### src/rtl/jtdd_mcu_com_if.sv
// Main-CPU / MCU link bus: CPU register and shared-RAM window signals plus MCU control lines.
// The CPU side drives through master; the controller sits on slave.
interface jtdd_mcu_com_if;
    logic       cen;
    logic       ctrl_cs;
    logic       com_cs;
    logic [1:0] cpu_addr;
    logic       cpu_wrn;
    logic [7:0] cpu_dout;
    logic [7:0] status_dout;
    logic       cpu_waitn;
    logic       main_irq;
    logic       mcu_halt;
    logic       mcu_nmi_set;
    logic       mcu_ban;
    logic       mcu_irqmain;

    modport master (
        output cen, ctrl_cs, com_cs, cpu_addr, cpu_wrn, cpu_dout, mcu_ban, mcu_irqmain,
        input  status_dout, cpu_waitn, main_irq, mcu_halt, mcu_nmi_set
    );

    modport slave (
        input  cen, ctrl_cs, com_cs, cpu_addr, cpu_wrn, cpu_dout, mcu_ban, mcu_irqmain,
        output status_dout, cpu_waitn, main_irq, mcu_halt, mcu_nmi_set
    );
endinterface

### src/rtl/jtdd_mcu_com.sv
// Main-CPU side of the MCU link: halt/NMI control, shared-RAM arbitration against
// MCU bus activity, MCU-to-main interrupt latch and status register.
module jtdd_mcu_com #(
    parameter int SETTLE  = 2,
    parameter int TIMEOUT = 1023,
    parameter int NMI_LEN = 4
) (
    input  logic         clk,
    input  logic         rstn,
    jtdd_mcu_com_if.slave bus
);
    localparam int SW = $clog2(SETTLE + 1);
    localparam int TW = $clog2(TIMEOUT + 1);
    localparam int NW = $clog2(NMI_LEN + 1);

    typedef enum logic [1:0] {IDLE, REQ, GRANT, RELEASE} state_t;

    state_t        state_reg, state_next;
    logic          sw_halt_reg;
    logic          err_reg;
    logic          irq_reg;
    logic          irq_last_reg;
    logic          wr_last_reg;
    logic [SW-1:0] settle_cnt_reg;
    logic [TW-1:0] req_cnt_reg;
    logic [NW-1:0] nmi_cnt_reg;

    logic wr_act, wr_stb, settled, timeout_hit, irq_edge, granted;

    // One write per CPU access: edge of the write strobe as seen on cen cycles.
    assign wr_act      = bus.ctrl_cs & ~bus.cpu_wrn;
    assign wr_stb      = bus.cen & wr_act & ~wr_last_reg;
    // settle_cnt holds the low run before this cycle, so this cycle completes SETTLE.
    assign settled     = ~bus.mcu_ban & (settle_cnt_reg >= SW'(SETTLE - 1));
    assign timeout_hit = (req_cnt_reg == TW'(TIMEOUT - 1));
    assign irq_edge    = bus.mcu_irqmain & ~irq_last_reg;

    always_ff @(posedge clk or negedge rstn) begin
        if (!rstn) begin
            state_reg <= IDLE;
        end else begin
            state_reg <= state_next;
        end
    end

    always_comb begin
        state_next = state_reg;
        case (state_reg)
            IDLE: begin
                if (sw_halt_reg && settled) begin
                    state_next = GRANT;
                end else if (bus.com_cs) begin
                    state_next = REQ;
                end
            end
            REQ: begin
                if (!bus.com_cs) begin
                    state_next = IDLE;
                end else if (settled || timeout_hit) begin
                    state_next = GRANT;
                end
            end
            // A software-halted MCU keeps the RAM parked on the main side.
            GRANT: begin
                if (!bus.com_cs && !sw_halt_reg) begin
                    state_next = RELEASE;
                end
            end
            default: state_next = IDLE;
        endcase
    end

    always_comb begin
        granted         = (state_reg == GRANT);
        bus.mcu_halt    = sw_halt_reg | (state_reg == REQ) | (state_reg == GRANT);
        // Held high while in reset so the CPU is never stalled by a dead controller.
        bus.cpu_waitn   = ~(rstn & bus.com_cs & ~granted);
        bus.main_irq    = irq_reg;
        bus.mcu_nmi_set = (nmi_cnt_reg != '0);
        bus.status_dout = {4'b0000, err_reg, irq_reg, granted, bus.mcu_ban};
    end

    always_ff @(posedge clk or negedge rstn) begin
        if (!rstn) begin
            sw_halt_reg    <= 1'b0;
            err_reg        <= 1'b0;
            irq_reg        <= 1'b0;
            irq_last_reg   <= 1'b0;
            wr_last_reg    <= 1'b0;
            settle_cnt_reg <= '0;
            req_cnt_reg    <= '0;
            nmi_cnt_reg    <= '0;
        end else begin
            if (bus.cen) begin
                wr_last_reg <= wr_act;
            end
            if (wr_stb && bus.cpu_addr == 2'd0) begin
                sw_halt_reg <= bus.cpu_dout[0];
            end

            if (bus.mcu_ban) begin
                settle_cnt_reg <= '0;
            end else if (settle_cnt_reg != SW'(SETTLE)) begin
                settle_cnt_reg <= settle_cnt_reg + 1'b1;
            end

            if (state_reg == REQ && state_next == REQ) begin
                req_cnt_reg <= req_cnt_reg + 1'b1;
            end else begin
                req_cnt_reg <= '0;
            end

            // Set beats clear for both sticky flags.
            if (state_reg == REQ && bus.com_cs && timeout_hit && !settled) begin
                err_reg <= 1'b1;
            end else if (wr_stb && bus.cpu_addr == 2'd2) begin
                err_reg <= 1'b0;
            end

            irq_last_reg <= bus.mcu_irqmain;
            if (irq_edge) begin
                irq_reg <= 1'b1;
            end else if (wr_stb && bus.cpu_addr == 2'd2) begin
                irq_reg <= 1'b0;
            end

            if (wr_stb && bus.cpu_addr == 2'd1) begin
                nmi_cnt_reg <= NW'(NMI_LEN);
            end else if (nmi_cnt_reg != '0) begin
                nmi_cnt_reg <= nmi_cnt_reg - 1'b1;
            end
        end
    end
endmodule

### src/flat_wrapper.sv
// flat-port wrapper written by rule: the top's interface ports become plain ports
module jtdd_mcu_com_flat 
#(
    parameter int SETTLE  = 2,
    parameter int TIMEOUT = 1023,
    parameter int NMI_LEN = 4
)
  (clk, rstn, bus_cen, bus_ctrl_cs, bus_com_cs, bus_cpu_addr, bus_cpu_wrn, bus_cpu_dout, bus_mcu_ban, bus_mcu_irqmain, bus_status_dout, bus_cpu_waitn, bus_main_irq, bus_mcu_halt, bus_mcu_nmi_set);
  jtdd_mcu_com_if bus_i ();
  input  logic clk;
  input  logic rstn;
  input wire logic [$bits(bus_i.cen)-1:0] bus_cen;
  input wire logic [$bits(bus_i.ctrl_cs)-1:0] bus_ctrl_cs;
  input wire logic [$bits(bus_i.com_cs)-1:0] bus_com_cs;
  input wire logic [$bits(bus_i.cpu_addr)-1:0] bus_cpu_addr;
  input wire logic [$bits(bus_i.cpu_wrn)-1:0] bus_cpu_wrn;
  input wire logic [$bits(bus_i.cpu_dout)-1:0] bus_cpu_dout;
  input wire logic [$bits(bus_i.mcu_ban)-1:0] bus_mcu_ban;
  input wire logic [$bits(bus_i.mcu_irqmain)-1:0] bus_mcu_irqmain;
  output wire logic [$bits(bus_i.status_dout)-1:0] bus_status_dout;
  output wire logic [$bits(bus_i.cpu_waitn)-1:0] bus_cpu_waitn;
  output wire logic [$bits(bus_i.main_irq)-1:0] bus_main_irq;
  output wire logic [$bits(bus_i.mcu_halt)-1:0] bus_mcu_halt;
  output wire logic [$bits(bus_i.mcu_nmi_set)-1:0] bus_mcu_nmi_set;
  assign bus_i.cen = bus_cen;
  assign bus_i.ctrl_cs = bus_ctrl_cs;
  assign bus_i.com_cs = bus_com_cs;
  assign bus_i.cpu_addr = bus_cpu_addr;
  assign bus_i.cpu_wrn = bus_cpu_wrn;
  assign bus_i.cpu_dout = bus_cpu_dout;
  assign bus_i.mcu_ban = bus_mcu_ban;
  assign bus_i.mcu_irqmain = bus_mcu_irqmain;
  assign bus_status_dout = bus_i.status_dout;
  assign bus_cpu_waitn = bus_i.cpu_waitn;
  assign bus_main_irq = bus_i.main_irq;
  assign bus_mcu_halt = bus_i.mcu_halt;
  assign bus_mcu_nmi_set = bus_i.mcu_nmi_set;
  jtdd_mcu_com #(.SETTLE(SETTLE), .TIMEOUT(TIMEOUT), .NMI_LEN(NMI_LEN)) u_core (.clk(clk), .rstn(rstn), .bus(bus_i));
endmodule
### config.mk
export PLATFORM = sky130hd
export DESIGN_NAME = jtdd_mcu_com_flat
export DESIGN_NICKNAME = d
export VERILOG_FILES = /design/src/rtl/jtdd_mcu_com_if.sv /design/src/rtl/jtdd_mcu_com.sv /design/src/flat_wrapper.sv
export SDC_FILE = /design/constraint.sdc
export NUM_CORES = 1
export LEC_CHECK = 0
export BUFFER_PORTS_ARGS = -buffer_cell sky130_fd_sc_hd__buf_2
export CAP_MARGIN = 20
export CELL_PAD_IN_SITES_DETAIL_PLACEMENT = 0
export CELL_PAD_IN_SITES_GLOBAL_PLACEMENT = 1
export CORE_ASPECT_RATIO = 1.4
export CORE_UTILIZATION = 39
export DETAILED_ROUTE_END_ITERATION = 16
export PLACE_DENSITY_LB_ADDON = 0.05
export SLEW_MARGIN = 20
export SYNTH_ARGS = -nofsm -noshare
export SYNTH_HDL_FRONTEND = slang
export SYNTH_SLANG_ARGS = --single-unit
### constraint.sdc
create_clock -name clk -period 1.6 [get_ports clk]
set_clock_uncertainty 0.1 [all_clocks]
set_input_delay 0.16 -clock clk [delete_from_list [all_inputs] [get_ports clk]]
set_output_delay 0.16 -clock clk [all_outputs]
set_load 0.05 [all_outputs]
==> metrics <==
share of cells above drive strength 1=0.293; critical path capture point type=output port; Power Density=between 1000 and 1500 mW/mm^2; leakage=0.683 nW; 1st-iter DRT viols=19; Post-synth EDFFs=0; io pins=30; drt via density=4.56; WL/cell=11.6 um; Rows=23; Ys Warns=0; vias in the first global route=887; Total Nets Final=172; Num CTS Buffers=3; leading area contributor after synthesis=dfrtp_1; distinct cell type count after synthesis=32; ys async rst share=1.00; top cell type's share of synthesized area=0.467; CP max stage delay=0.44 ns; Reg2Reg Depth=3; antenna cells=0; GP Congestion=0.786; outcome=finished, final reports clean; CTS H-tree depth=1; final slew viol count=0; Post-Syn Instances=between 100 and 150; WL met2=between 1000 and 1500 um; Hold Path Sink=u_core.wr_last_reg; post-synthesis sequential area ratio=0.467; WL met1=873 um; Initial Utilization=0.410; Placed Area=between 0.001 and 0.0015 mm^2; worst hold-check path type=primary input to flip-flop; max reg flops=10; Clock Tree Root=clkbuf_8; fmax=around 0.63 GHz; top cells by area, synth=dfrtp_1 (47%), ha_1 (6.4%), nor2_1 (6.1%); Reg-to-Reg Start=u_core.wr_last_reg; final hold slack=0.0138 ns; largest net degree at the start of global routing=23; final hold vios=0; placed cells=173; synthesized area per cell=approximately 10 um^2; metal3 WL=between 30 and 40 um; Post-route DRC=0; uppermost layer routed=met4; CTS tree=built; Final period util=0.989; commonest non-fill, non-tap cell in the layout=dfrtp_1; Worst-path clk slew=0.08 ns; Final Critical Period=approximately 1.6 ns; startpoint types=flip-flop; 1st-pass router iterations=3; first-pass GRT wire length=around 3700 um; Sink Count=22; Tot GR Track Use=0.150; via count=839; Die Width=roughly 48 um; Skew-Pair Late Insertion Delay=between 0.2 and 0.3 ns; clk buf depth=2; min-delay src=bus_cen; post-route cell area=0.00144 mm^2; CP Max Fanout=4; Post-Route WL=approximately 2100 um; Area Overhead vs Synth=22.3%; post-detail-place hpwl=between 1500 and 2000 um; CP Class=flip-flop to output port; Final ANT Viol Nets=0; RSZ-0062 raised after global routing=yes; Comb power frac=0.439; most frequent cells in the layout=dfrtp_1 (21), nor2_1 (19), buf_2 (16); r2r setup slk=0.13 ns; reg-to-reg endpoint=u_core.sw_halt_reg; Synth Cell Area=about 0.0012 mm^2; Port-buffer cells=18; switch share=0.362; Psw=between 0.0007 and 0.0008 W; internal power=0.00130 W; die height=67.0 um; maximum vdd drop=between 0.0006 and 0.0007 V; Worst Hold Depth=2; Setup-failing EPs final=0; initial antenna violation count=0; Die ar.=approximately 0.0032 mm^2; max_cap viols=0; Seq cells post-synth=22; CP max-delay cell=dfrtp_2; proportion of power drawn by the clock network=0.196; Sequential Power Share=0.365; Worst EP required=1.34 ns; core area=0.00288 mm^2; Primary FF master, synth=dfrtp_1; GRT overflow=0; CP arrival=approximately 1.3 ns; worst path cell trace=nor2b_1 > or3_4 > buf_8; Layout Cells excl Fill=approximately 180
[synth_stat cells, types with 2 or more instances]
master,instances
nand2_1,6
nor2b_1,2
inv_1,8
nand3_1,4
dfrtp_1,22
nand2b_1,3
mux2i_1,2
nor2_1,19
xor2_1,3
xnor2_1,6
o21ai_0,4
a21oi_1,3
ha_1,6
buf_4,8
nand3b_1,5
[per-layer routing]
metal / vias up / track usage
li1: 432 / -
met5: - / 0
met1: 399 / 0.157
met2: 6 / 0.294
met3: 2 / 0.0205
met4: 0 / 0.0662
[per-stage QoR]
stage	setup slack [ns]	TNS [ns]	total power, W	utilization
2_1_floorplan	0.0469	0	0.00134	-
3_3_place_gp	0.152	0	0.00148	0.452
3_5_place_dp	0.123	0	0.00150	0.452
4_1_cts	0.0104	0	0.00197	0.489
5_1_grt	-0.0259	-0.0259	0.00218	0.501
6_report	0.0179	0	0.00204	0.501
[worst max-delay path: cells and delay by family (launching register included)]
kind / cells / cell delay [ns]
and+or+nand+nor: 2 / 0.47
DFF: 1 / 0.44
buffers and inverters: 1 / 0.16
[power groups by stage]
stage               registers (W)  logic, W  clock network (W)
floorplan                0.000747  0.000594                  0
global placement         0.000755  0.000725                  0
detailed placement       0.000760  0.000737                  0
CTS                      0.000741  0.000814           0.000414
global route             0.000760  0.000985           0.000433
finish                   0.000745  0.000896           0.000399
[worst max path at each step]
stage                     startpoint                     to  slack [ns]
2_1_floorplan  u_core.nmi_cnt_reg[0]  u_core.nmi_cnt_reg[0]        0.05
4_1_cts          u_core.state_reg[1]           bus_mcu_halt        0.01
3_5_place_dp      u_core.wr_last_reg     u_core.sw_halt_reg        0.12
6_report         u_core.state_reg[0]           bus_mcu_halt        0.02
3_3_place_gp      u_core.wr_last_reg     u_core.sw_halt_reg        0.15
5_1_grt          u_core.state_reg[1]           bus_mcu_halt       -0.03
[logic make-up after synthesis]
kind of cell               synth area share
other                               0.00318
AOI/OAI and AO/OA                    0.0648
and+or+nand+nor                       0.222
xor gates and xnor gates             0.0669
muxes                                0.0265
DFF                                   0.467
buffers and inverters                0.0860
adders and majority gates            0.0637
[repair_timing]
action / 4_1_cts / 5_1_grt
hold endpoints to repair: 25 / 0
resized for setup: 2 / 7
setup buffers: 2 / 2
setup endpoints to repair: 1 / 3
hold buffers: 3 / 0
cloned: 0 / 0
[layout make-up]
type / instances / area (um^2)
fill: 279 / 1440
sequential: 22 / 552
tap: 37 / 46.3
clock buffer: 4 / 55.1
timing repair buffer: 31 / 208
inverter: 8 / 30.0
multi-input combinational: 82 / 551
No activity file was read; power rests on OpenSTA's default activity.
